--- src/rtl/bist_seq_ctrl.sv ---
// BIST sequencer: drives an init vector, then LFSR patterns into the CUT,
// compacts CUT responses in a MISR and checks the final signature.
module bist_seq_ctrl #(
    parameter int unsigned PI_W = 3,
    parameter int unsigned PO_W = 6,
    parameter int unsigned N_PAT = 256,
    parameter int unsigned INIT_CYC = 4,
    parameter logic [PI_W-1:0] INIT_VEC = PI_W'(3'b001),
    parameter logic [15:0] SEED = 16'hACE1
) (
    input  logic            CK,
    input  logic            RN,
    input  logic            START,
    input  logic            ABORT,
    input  logic [15:0]     GOLDEN,
    input  logic [PO_W-1:0] PO,
    output logic [PI_W-1:0] PI,
    output logic            BUSY,
    output logic            DONE,
    output logic            PASS,
    output logic [15:0]     SIG,
    output logic [15:0]     CNT
);

    localparam logic [1:0] S_IDLE  = 2'd0;
    localparam logic [1:0] S_INIT  = 2'd1;
    localparam logic [1:0] S_RUN   = 2'd2;
    localparam logic [1:0] S_CHECK = 2'd3;

    localparam logic [7:0]  INIT_LAST = 8'(INIT_CYC - 1);
    localparam logic [15:0] PAT_LAST  = 16'(N_PAT - 1);

    logic [1:0]  state;
    logic [7:0]  icnt;
    logic [15:0] lfsr;
    logic [15:0] lfsr_nxt;
    logic [15:0] sig_nxt;
    logic [15:0] po_x;

    // x^16 + x^14 + x^13 + x^11 + 1, shared by LFSR and MISR
    function automatic logic fb(input logic [15:0] x);
        return x[15] ^ x[13] ^ x[12] ^ x[10];
    endfunction

    assign po_x     = 16'(PO);
    assign lfsr_nxt = {lfsr[14:0], fb(lfsr)};
    assign sig_nxt  = {SIG[14:0], fb(SIG)} ^ po_x;

    // Sequencer state, pattern generator, compactor and result flags
    always_ff @(posedge CK or negedge RN) begin
        if (!RN) begin
            state <= S_IDLE;
            icnt  <= 8'd0;
            lfsr  <= SEED;
            PI    <= '0;
            BUSY  <= 1'b0;
            DONE  <= 1'b0;
            PASS  <= 1'b0;
            SIG   <= 16'd0;
            CNT   <= 16'd0;
        end else if (ABORT && state != S_IDLE) begin
            state <= S_IDLE;
            PI    <= '0;
            BUSY  <= 1'b0;
            DONE  <= 1'b0;
            PASS  <= 1'b0;
        end else begin
            unique case (state)
                S_IDLE: begin
                    if (START && !ABORT) begin
                        state <= S_INIT;
                        icnt  <= 8'd0;
                        lfsr  <= SEED;
                        PI    <= INIT_VEC;
                        BUSY  <= 1'b1;
                        DONE  <= 1'b0;
                        PASS  <= 1'b0;
                        SIG   <= 16'd0;
                        CNT   <= 16'd0;
                    end
                end
                S_INIT: begin
                    if (icnt == INIT_LAST) begin
                        PI    <= lfsr[PI_W-1:0];
                        state <= S_RUN;
                    end else begin
                        icnt <= icnt + 8'd1;
                    end
                end
                S_RUN: begin
                    SIG  <= sig_nxt;
                    lfsr <= lfsr_nxt;
                    CNT  <= CNT + 16'd1;
                    if (CNT == PAT_LAST) begin
                        PI    <= '0;
                        state <= S_CHECK;
                    end else begin
                        PI <= lfsr_nxt[PI_W-1:0];
                    end
                end
                S_CHECK: begin
                    PASS  <= (SIG == GOLDEN);
                    DONE  <= 1'b1;
                    BUSY  <= 1'b0;
                    state <= S_IDLE;
                end
                default: state <= S_IDLE;
            endcase
        end
    end

endmodule

--- config.mk ---
export PLATFORM = sky130hd
export DESIGN_NAME = bist_seq_ctrl
export DESIGN_NICKNAME = d
export VERILOG_FILES = /design/src/rtl/bist_seq_ctrl.sv
export SDC_FILE = /design/constraint.sdc
export NUM_CORES = 1
export LEC_CHECK = 0
export CAP_MARGIN = 30
export CELL_PAD_IN_SITES_DETAIL_PLACEMENT = 0
export CELL_PAD_IN_SITES_GLOBAL_PLACEMENT = 1
export CORE_MARGIN = 4
export CORE_UTILIZATION = 40
export CTS_CLUSTER_DIAMETER = 40
export CTS_CLUSTER_SIZE = 30
export DETAILED_ROUTE_END_ITERATION = 8
export GPL_ROUTABILITY_DRIVEN = 0
export PLACE_DENSITY_LB_ADDON = 0.2
export SETUP_SLACK_MARGIN = 0.15
export SYNTH_ARGS = -nofsm -noshare
export SYNTH_HDL_FRONTEND = slang
export SYNTH_SLANG_ARGS = --single-unit
export TNS_END_PERCENT = 50
--- constraint.sdc ---
create_clock -name CK -period 2.9 [get_ports CK]
set_clock_uncertainty 0.2 [all_clocks]
set_input_delay 0.58 -clock CK [delete_from_list [all_inputs] [get_ports CK]]
set_output_delay 0.58 -clock CK [all_outputs]
set_load 0.1 [all_outputs]
**After elaboration in Yosys (flattened, before gate mapping)**

Index checks and enable logic that the tools add are counted.

- $add $sub $neg: 2
- Eq/ne operators: 11
- Mux-type cells: 26
- Bitwise logic cells: 8
- Reduce and logical (&&, ||, !) cells: 14

Operators by type and width:

| cell | number |
|---|---|
| 16-bit case mux with 2 select lines | 3 |
| 16-bit 2-to-1 mux | 2 |
| 16-bit by 1-bit adder with 16-bit output, second input constant | 1 |
| 16-bit equality test | 1 |
| 16-bit by 8-bit equality test with 1-bit output, second input constant | 1 |
| 8-bit 2-to-1 mux | 2 |
| 8-bit case mux with 2 select lines | 1 |
| 16-bit by 6-bit XOR with 16-bit output | 1 |
| 3-bit 2-to-1 mux | 4 |
| 3-bit != test, second input constant | 3 |
| 3-bit case mux with 3 select lines | 1 |
| 3-bit AND reduction | 3 |
| 8-bit by 1-bit adder with 8-bit output, second input constant | 1 |
| 8-bit by 2-bit equality test with 1-bit output, second input constant | 1 |
| 2-bit 2-to-1 mux | 4 |
| 2-bit case mux with 4 select lines | 1 |
| 1-bit case mux with 2 select lines | 3 |
| 2-bit nonzero test | 3 |
| 1-bit XOR | 6 |
| 1-bit 2-to-1 mux | 5 |
| 2-bit equality test, second input constant | 2 |
| 2-bit != test, second input constant | 2 |
| 4-bit AND reduction | 1 |
| 4-bit nonzero test | 1 |
| 7 further kinds | 8 |

- Flip-flop bits (word level): 64
- Input bits: 26
- Output and inout bits: 38
- Logic and storage cells: 70

**Logic depth before layout (Yosys ltp)**

Gate-level depths: netlist of run 1.

- Word-level depth: 6
- Depth in mapped cells: 8

**Least setup slack after synthesis of run 1**

No wires, ideal clock.

- Kind: register to register
- From: register CNT[2]
- To: register CNT[11]
- Library setup time: 0.078 ns
- Arrival time: 2.225 ns
- Slack: 0.397 ns
- Cell stages (with the launch flop): 5
- Buffers on the path: 0
- Cell sequence: dfrtp_1 > nand4_1 > or3_1 > or4_1 > a21oi_1

- Word-level cells in the longest chain between the ends: 2

RTL lines:

| item | RTL line | text |
|---|---|---|
| start, declared | 22 | `output logic [15:0] CNT` |
| start signal, assigned | 93 | `CNT <= CNT + 16'd1;` |
| 16-bit by 1-bit adder with 16-bit output | 93 |  |
| 16-bit case mux with 2 select lines | 68 | `unique case (state)` |

Every way passes these cells.
A chain may end at the register's enable or synchronous reset.

**Final worst setup path of run 1**

- From: register state[0]
- To: register CNT[11]

- Word-level cells in the longest chain between the ends: 4

RTL lines:

| item | RTL line | text |
|---|---|---|
| start, declared | 33 | `logic [1:0] state;` |
| start signal, assigned | 52 | `state <= S_IDLE;` |
| start signal, assigned | 62 | `state <= S_IDLE;` |
| start signal, assigned | 71 | `state <= S_INIT;` |
| branches (longest 4 deep; another with 3-bit AND reduction) | n/a |  |

Parallel ways; which one is timed is not known.

==> results of run 1 <==
-- per-stage QoR --
stage                     setup WS, ns  area, sq um  power, mW  hold slack [ns]  util, %
after CTS                        0.512         4260       4.13           0.0878     54.3
after global routing             0.267         4260       4.34            0.120     54.3
after floorplan                  0.397         3270       2.66           0.0844        -
after global placement           0.358         4020       3.14            0.272     51.2
final                            0.513         4260       4.09           0.0703     54.3
after detailed placement         0.340         4020       3.16            0.280     51.2
-- area by class of cell --
cell class                 count  area (sq um)  area share, %
tap                          102           128           2.99
sequential                    64          1610           37.8
clock buffer                   9           124           2.90
inverter                       9          33.8          0.792
multi-input combinational    232          1580           37.1
clock inverter                 7           125           2.93
timing repair buffer          77           661           15.5
-- logic make-up after synthesis --
logic type      after synthesis  share of synthesized area, %
compound gates               75                          16.8
xor+xnor                     35                          9.37
fa+ha+maj                     6                          2.30
buf+inv                      20                          2.37
flops                        64                          49.3
mux                           9                          2.75
simple gates                107                          17.1
-- power breakdown --
part / total [mW] / switching (mW) / internal, mW / leakage (nW)
Clock: 0.957 / 0.376 / 0.581 / 0.125
Combinational: 1.81 / 1.22 / 0.582 / 0.923
Sequential: 1.33 / 0.202 / 1.12 / 0.847
Total: 4.09 / 1.80 / 2.29 / 1.89
-- sequential cells by signal, indices dropped and copies added (netlist names) --
| name | cells |
|---|---|
| CNT | 16 |
| SIG | 16 |
| lfsr | 16 |
| icnt | 8 |
| PI | 3 |
| state | 2 |
| BUSY | 1 |
| DONE | 1 |
| PASS | 1 |
-- critical path, delay by kind of cell (launching register included) --
kind / cells / cell delay [ns]
mux: 1 / 0.14
fa+ha+maj: 1 / 0.35
compound gates: 1 / 0.15
simple gates: 2 / 0.92
flops: 1 / 0.44
buf+inv: 1 / 0.11
-- layer usage --
layer | track usage [%] | share of wire [%]
met3 | 5.80 | 5.8
met1 | 23.5 | 48
met5 | 0 | 0
met4 | 4.10 | 0.85
met2 | 26.3 | 45
-- cells in the mapped netlist, drive strengths merged, types with 5 or more instances --
master | n | share of area [%]
dfrtp | 56 | 43
xnor2 | 33 | 8.8
nand2 | 32 | 3.7
a22o | 20 | 5.4
o21ai | 16 | 2.4
nand3 | 13 | 2.0
nor2 | 12 | 1.4
inv | 9 | 1.0
mux2i | 9 | 2.8
o22a | 9 | 2.4
clkbuf | 8 | 0.92
dfstp | 8 | 6.4
a21oi | 7 | 1.1
nand2b | 7 | 1.3
nand4 | 7 | 1.3
nor3 | 7 | 1.1
ha | 6 | 2.3
nor4 | 5 | 0.96
o31ai | 5 | 1.1
-- final timing paths --
kind	from	end	slack (ns)	depth (start not counted)
setup reg to reg	state[0]$_DFFE_PN0P_	CNT[11]$_DFFE_PN0P_	0.51	6
min in group CK	lfsr[14]$_DFFE_PN0P_	lfsr[15]$_DFFE_PN1P_	0.29	1
max in group asynchronous	RN	lfsr[0]$_DFFE_PN1P_	1.73	2
hold reg to reg	lfsr[14]$_DFFE_PN0P_	lfsr[15]$_DFFE_PN1P_	0.29	1
setup / recovery	state[0]$_DFFE_PN0P_	CNT[11]$_DFFE_PN0P_	0.51	6
hold / removal	RN	icnt[5]$_DFFE_PN0P_	0.07	1
==> flow_summary.toml, run 1 <==
[timing]
finalHoldViolCount = 0
max_freq_mhz = 419
finalSetupViolations = 0
slew_violations = 0
finalCritPeriodShare_pct = 82.3
rsz0062_at_grt = "no"
min_period_ns = 2.39
tightest_slew_ns = 0.678
tns_ns = 0
slew_headroom_pct = 54.6

[floorplan]
die_h_microns = 98.4
start_util_pct = 41.7
num_rows = 32
dieWidth_microns = 98.4
core_area_sq_um = 7850
die_area_sq_um = 9690
ios = 64

[min_path]
min_path_type = "in -> async"

[synth]
ys.flop_type = "dfrtp_1"
synthArstFlopShare_pct = 100
syn_inst = 316
yosys_warnings = 0
yosysSeqAreaShare_pct = 49.3
synthesis.area_sq_um = 3270
syn-num-nets = 348
synth-edff-count = 0
syn_area_per_cell_sq_um = 10.4
ys_types = 44
synth_seq_cells = 64

[clock_network]
cts-resized-gates = 0
cts_setup_buffers = 0
clock-sinks = 64
clockRootBuffer = "clkbuf_8"
htreeDepth = 3
clock_path_buffers = 2
cts_buffers = 9
cts_hold_buf = 0
clk_pin_slew_ns = 0.08
clk_latency_ns = 0.35
cts_tree = "yes"

[worst_setup_path]
cp_cell_sequence = "inv_1 > ha_1 > mux2i_1 > or3_1 > or4_1 > a21oi_1"
critPathCaptureType = "flop"
critPathArrivalTime_ns = 2.46
cpMaxStageDelayCell = "or4_1"
cp-start-kind = "flop"
cpPeakStageDelay_ns = 0.48
required_ns = 2.97
worstPathMaxFanout = 8
worstSetupPathType = "reg -> reg"

[place]
place.detailed.hpwl_microns = 5650
place_inst = 484
portBuffers = 63

[drt]
routed_wl_microns = 7770
drt_first_iter_violations = 89
drcViolationCount = 0
postRouteAntennaNets = 0
vias_per_cell = 5.36
via_count = 2678
wl_per_cell_microns = 15.5
dr.pass1.iters = 4

[layout]
antennaDiodeCount = 0
drive_gt1_share_pct = 19.6
nets = 425
areaGrowthSynthToFinish_pct = 30.4
layout.cells.non_filler = 500
layout_commonest_cell = "dfrtp_1"
final_cell_mix = "dfrtp_1 (56), buf_4 (50), xnor2_1 (33)"
fillCellCount = 753

[grt]
antenna_found_initial = 0
overflow = 0
grt_usage_pct = 17.1
grt_pass1_wl_microns = 13500
grt_max_degree = 37
first_global_vias = 2707

[pwr]
cellPowerDensity_nw_per_um2 = 959
ir_drop_uv = 670
p_leak_nw = 1.89

[status]
status = "complete, no violations"

[job]
cap_violations = 0
(Power assumes the default switching activity.)
==> inputs of run 2 (changes only) <==
Clock period 2.9 ns to 2.2 ns, I/O delays scaled along.
==> run 2 against run 1 <==
  * Clock power shrank 4.4%
  * Worst hold slack better by 0.23 ns
  * Utilization up 7.7 points
  * Sequential power increased by 36%
  * Sequential share of layout area fell by 3.8 points
  * Critical path depth unchanged
  * Via count grew 2.7%
  * Sequential cell count unchanged
  * Power up 36%
  * Setup slack worse by 0.33 ns
  * Register-to-register slack worse by 0.33 ns
==> flow_summary.toml, run 2 (synthesized netlist as in run 1, its figures left out) <==
[worst_setup_path]
worstPathMaxFanout = 6
critPathArrivalTime_ns = 2.08
worstSetupPathType = "reg -> reg"
cp-start-kind = "flop"
r2r_cells = 6
critPathCaptureType = "flop"
required_ns = 2.26

[layout]
design_area_sq_um = 4870
areaGrowthSynthToFinish_pct = 48.9
antennaDiodeCount = 0
seq_area_sq_um = 1650
final_cell_mix = "buf_4 (40), xnor2_1 (33), nand2_1 (32), buf_12 (32), dfrtp_1 (31)"
reg_top3 = "CNT (16), SIG (16), lfsr (16)"
fillCellCount = 675
multi_input_area_sq_um = 1670
drive_gt1_share_pct = 33.4
nets = 446
layout_commonest_cell = "buf_4"

[grt]
grt_usage_pct = 17.4
overflow = 0
antenna_found_initial = 0
gr-usage-met1_pct = 24.0
top_usage_layer = "met2"
grtUsageMet2_pct = 26.5
grt.met3_usage_pct = 4.53
first_global_vias = 2693
grt_max_degree = 33
grt_pass1_wl_microns = 13600

[timing]
finalCritPeriodShare_pct = 91.5
min_period_ns = 2.01
slew_headroom_pct = 73.5
finalSetupViolations = 0
slew_violations = 0
rsz0062_at_grt = "yes"
tightest_slew_ns = 0.398
hold_slack_ns = 0.300
worst_slack_ns = 0.186
finalHoldViolCount = 0
max_freq_mhz = 497

[floorplan]
ios = 64
core_area_sq_um = 7850
die_area_sq_um = 9690
num_rows = 32
dieWidth_microns = 98.4
die_h_microns = 98.4
start_util_pct = 41.7

[pwr]
power.total_mw = 5.57
p_leak_nw = 2.03
ir_drop_uv = 978
cellPowerDensity_nw_per_um2 = 1140

[drt]
vias_per_cell = 5.28
routed_wl_microns = 8210
drt_first_iter_violations = 101
via_count = 2750
wl_per_cell_microns = 15.8
drcViolationCount = 0
dr.pass1.iters = 4
postRouteAntennaNets = 0

[status]
status = "complete, no violations"

[job]
cap_violations = 0

[clock_network]
clk_latency_ns = 0.34
clock_path_buffers = 2
clk_pin_slew_ns = 0.07
cts_tree = "yes"
htreeDepth = 3
clock-sinks = 64
cts_buffers = 9
clockRootBuffer = "clkbuf_8"

[min_path]
holdPathStages = 1
min_path_type = "reg -> reg"

[place]
post-place-ws_ns = -0.214
place.detailed.hpwl_microns = 6090
portBuffers = 63
place_area_sq_um = 4610
## run 2: cell types whose count changed in the layout (fill, tap and decap cells not counted), moves of 3 or more
cell and delta:
dfrtp_4 +4, buf_12 +30, dfrtp_2 +21, bufinv_16 -3
buf_4 -10, ha_1 -4, dfrtp_1 -25
## run 2: repair_timing
| action | in CTS | in global routing |
|---|---|---|
| hold buffers | 1 | 0 |
| buffers inserted | 3 | 0 |
| endpoints found under the hold margin | 15 | 0 |
| pin swaps | 0 | 4 |
| gates resized for setup | 0 | 13 |
| endpoints found under the setup margin | 3 | 18 |
## run 2: report_power, final
part,internal [mW],switching (mW)
clock,0.443,0.473
sequential,1.50,0.301
combinational,1.15,1.70
## run 2: metal layers
metal	vias to the layer above	wire length, microns
met5	-	0
met4	0	153
met3	12	433
met2	67	3740
met1	1310	3880
li1	1361	-
## run 2: worst paths after layout
path | startpoint | end | slack (ns)
max | state[0]$_DFFE_PN0P_ | CNT[11]$_DFFE_PN0P_ | 0.19
min | lfsr[3]$_DFFE_PN0P_ | lfsr[4]$_DFFE_PN0P_ | 0.30
max reg2reg | state[0]$_DFFE_PN0P_ | CNT[11]$_DFFE_PN0P_ | 0.19
min reg2reg | lfsr[3]$_DFFE_PN0P_ | lfsr[4]$_DFFE_PN0P_ | 0.30
max in group asynchronous | RN | CNT[3]$_DFFE_PN0P_ | 0.83
min in group asynchronous | RN | SIG[8]$_DFFE_PN0P_ | 0.37
## run 2: final cells by class
type | instances | area share [%]
multi-input cells | 232 | 34.3
flip-flops and latches | 64 | 34.0
repair buffers | 98 | 24.7
clock buffers | 10 | 2.83
well taps | 102 | 2.62
clock inverters | 6 | 0.900
inverters | 9 | 0.694
## run 2: critical path, cell delays in order, from the launching register on
cell and delay (ns):
dfrtp_1 0.36, inv_2 0.07, ha_4 0.19, mux2i_4 0.20, or3_4 0.36, or4_4 0.42, a21oi_2 0.14
## run 2: stage by stage
| step | utilization [%] | std cells | TNS (ns) |
|---|---|---|---|
| 2_1_floorplan | - | 316 | 0 |
| 3_3_place_gp | 58.7 | 501 | -1.64 |
| 3_5_place_dp | 58.7 | 501 | -2.67 |
| 4_1_cts | 61.4 | 521 | 0 |
| 5_1_grt | 62.0 | 521 | 0 |
| 6_report | 62.0 | 521 | 0 |
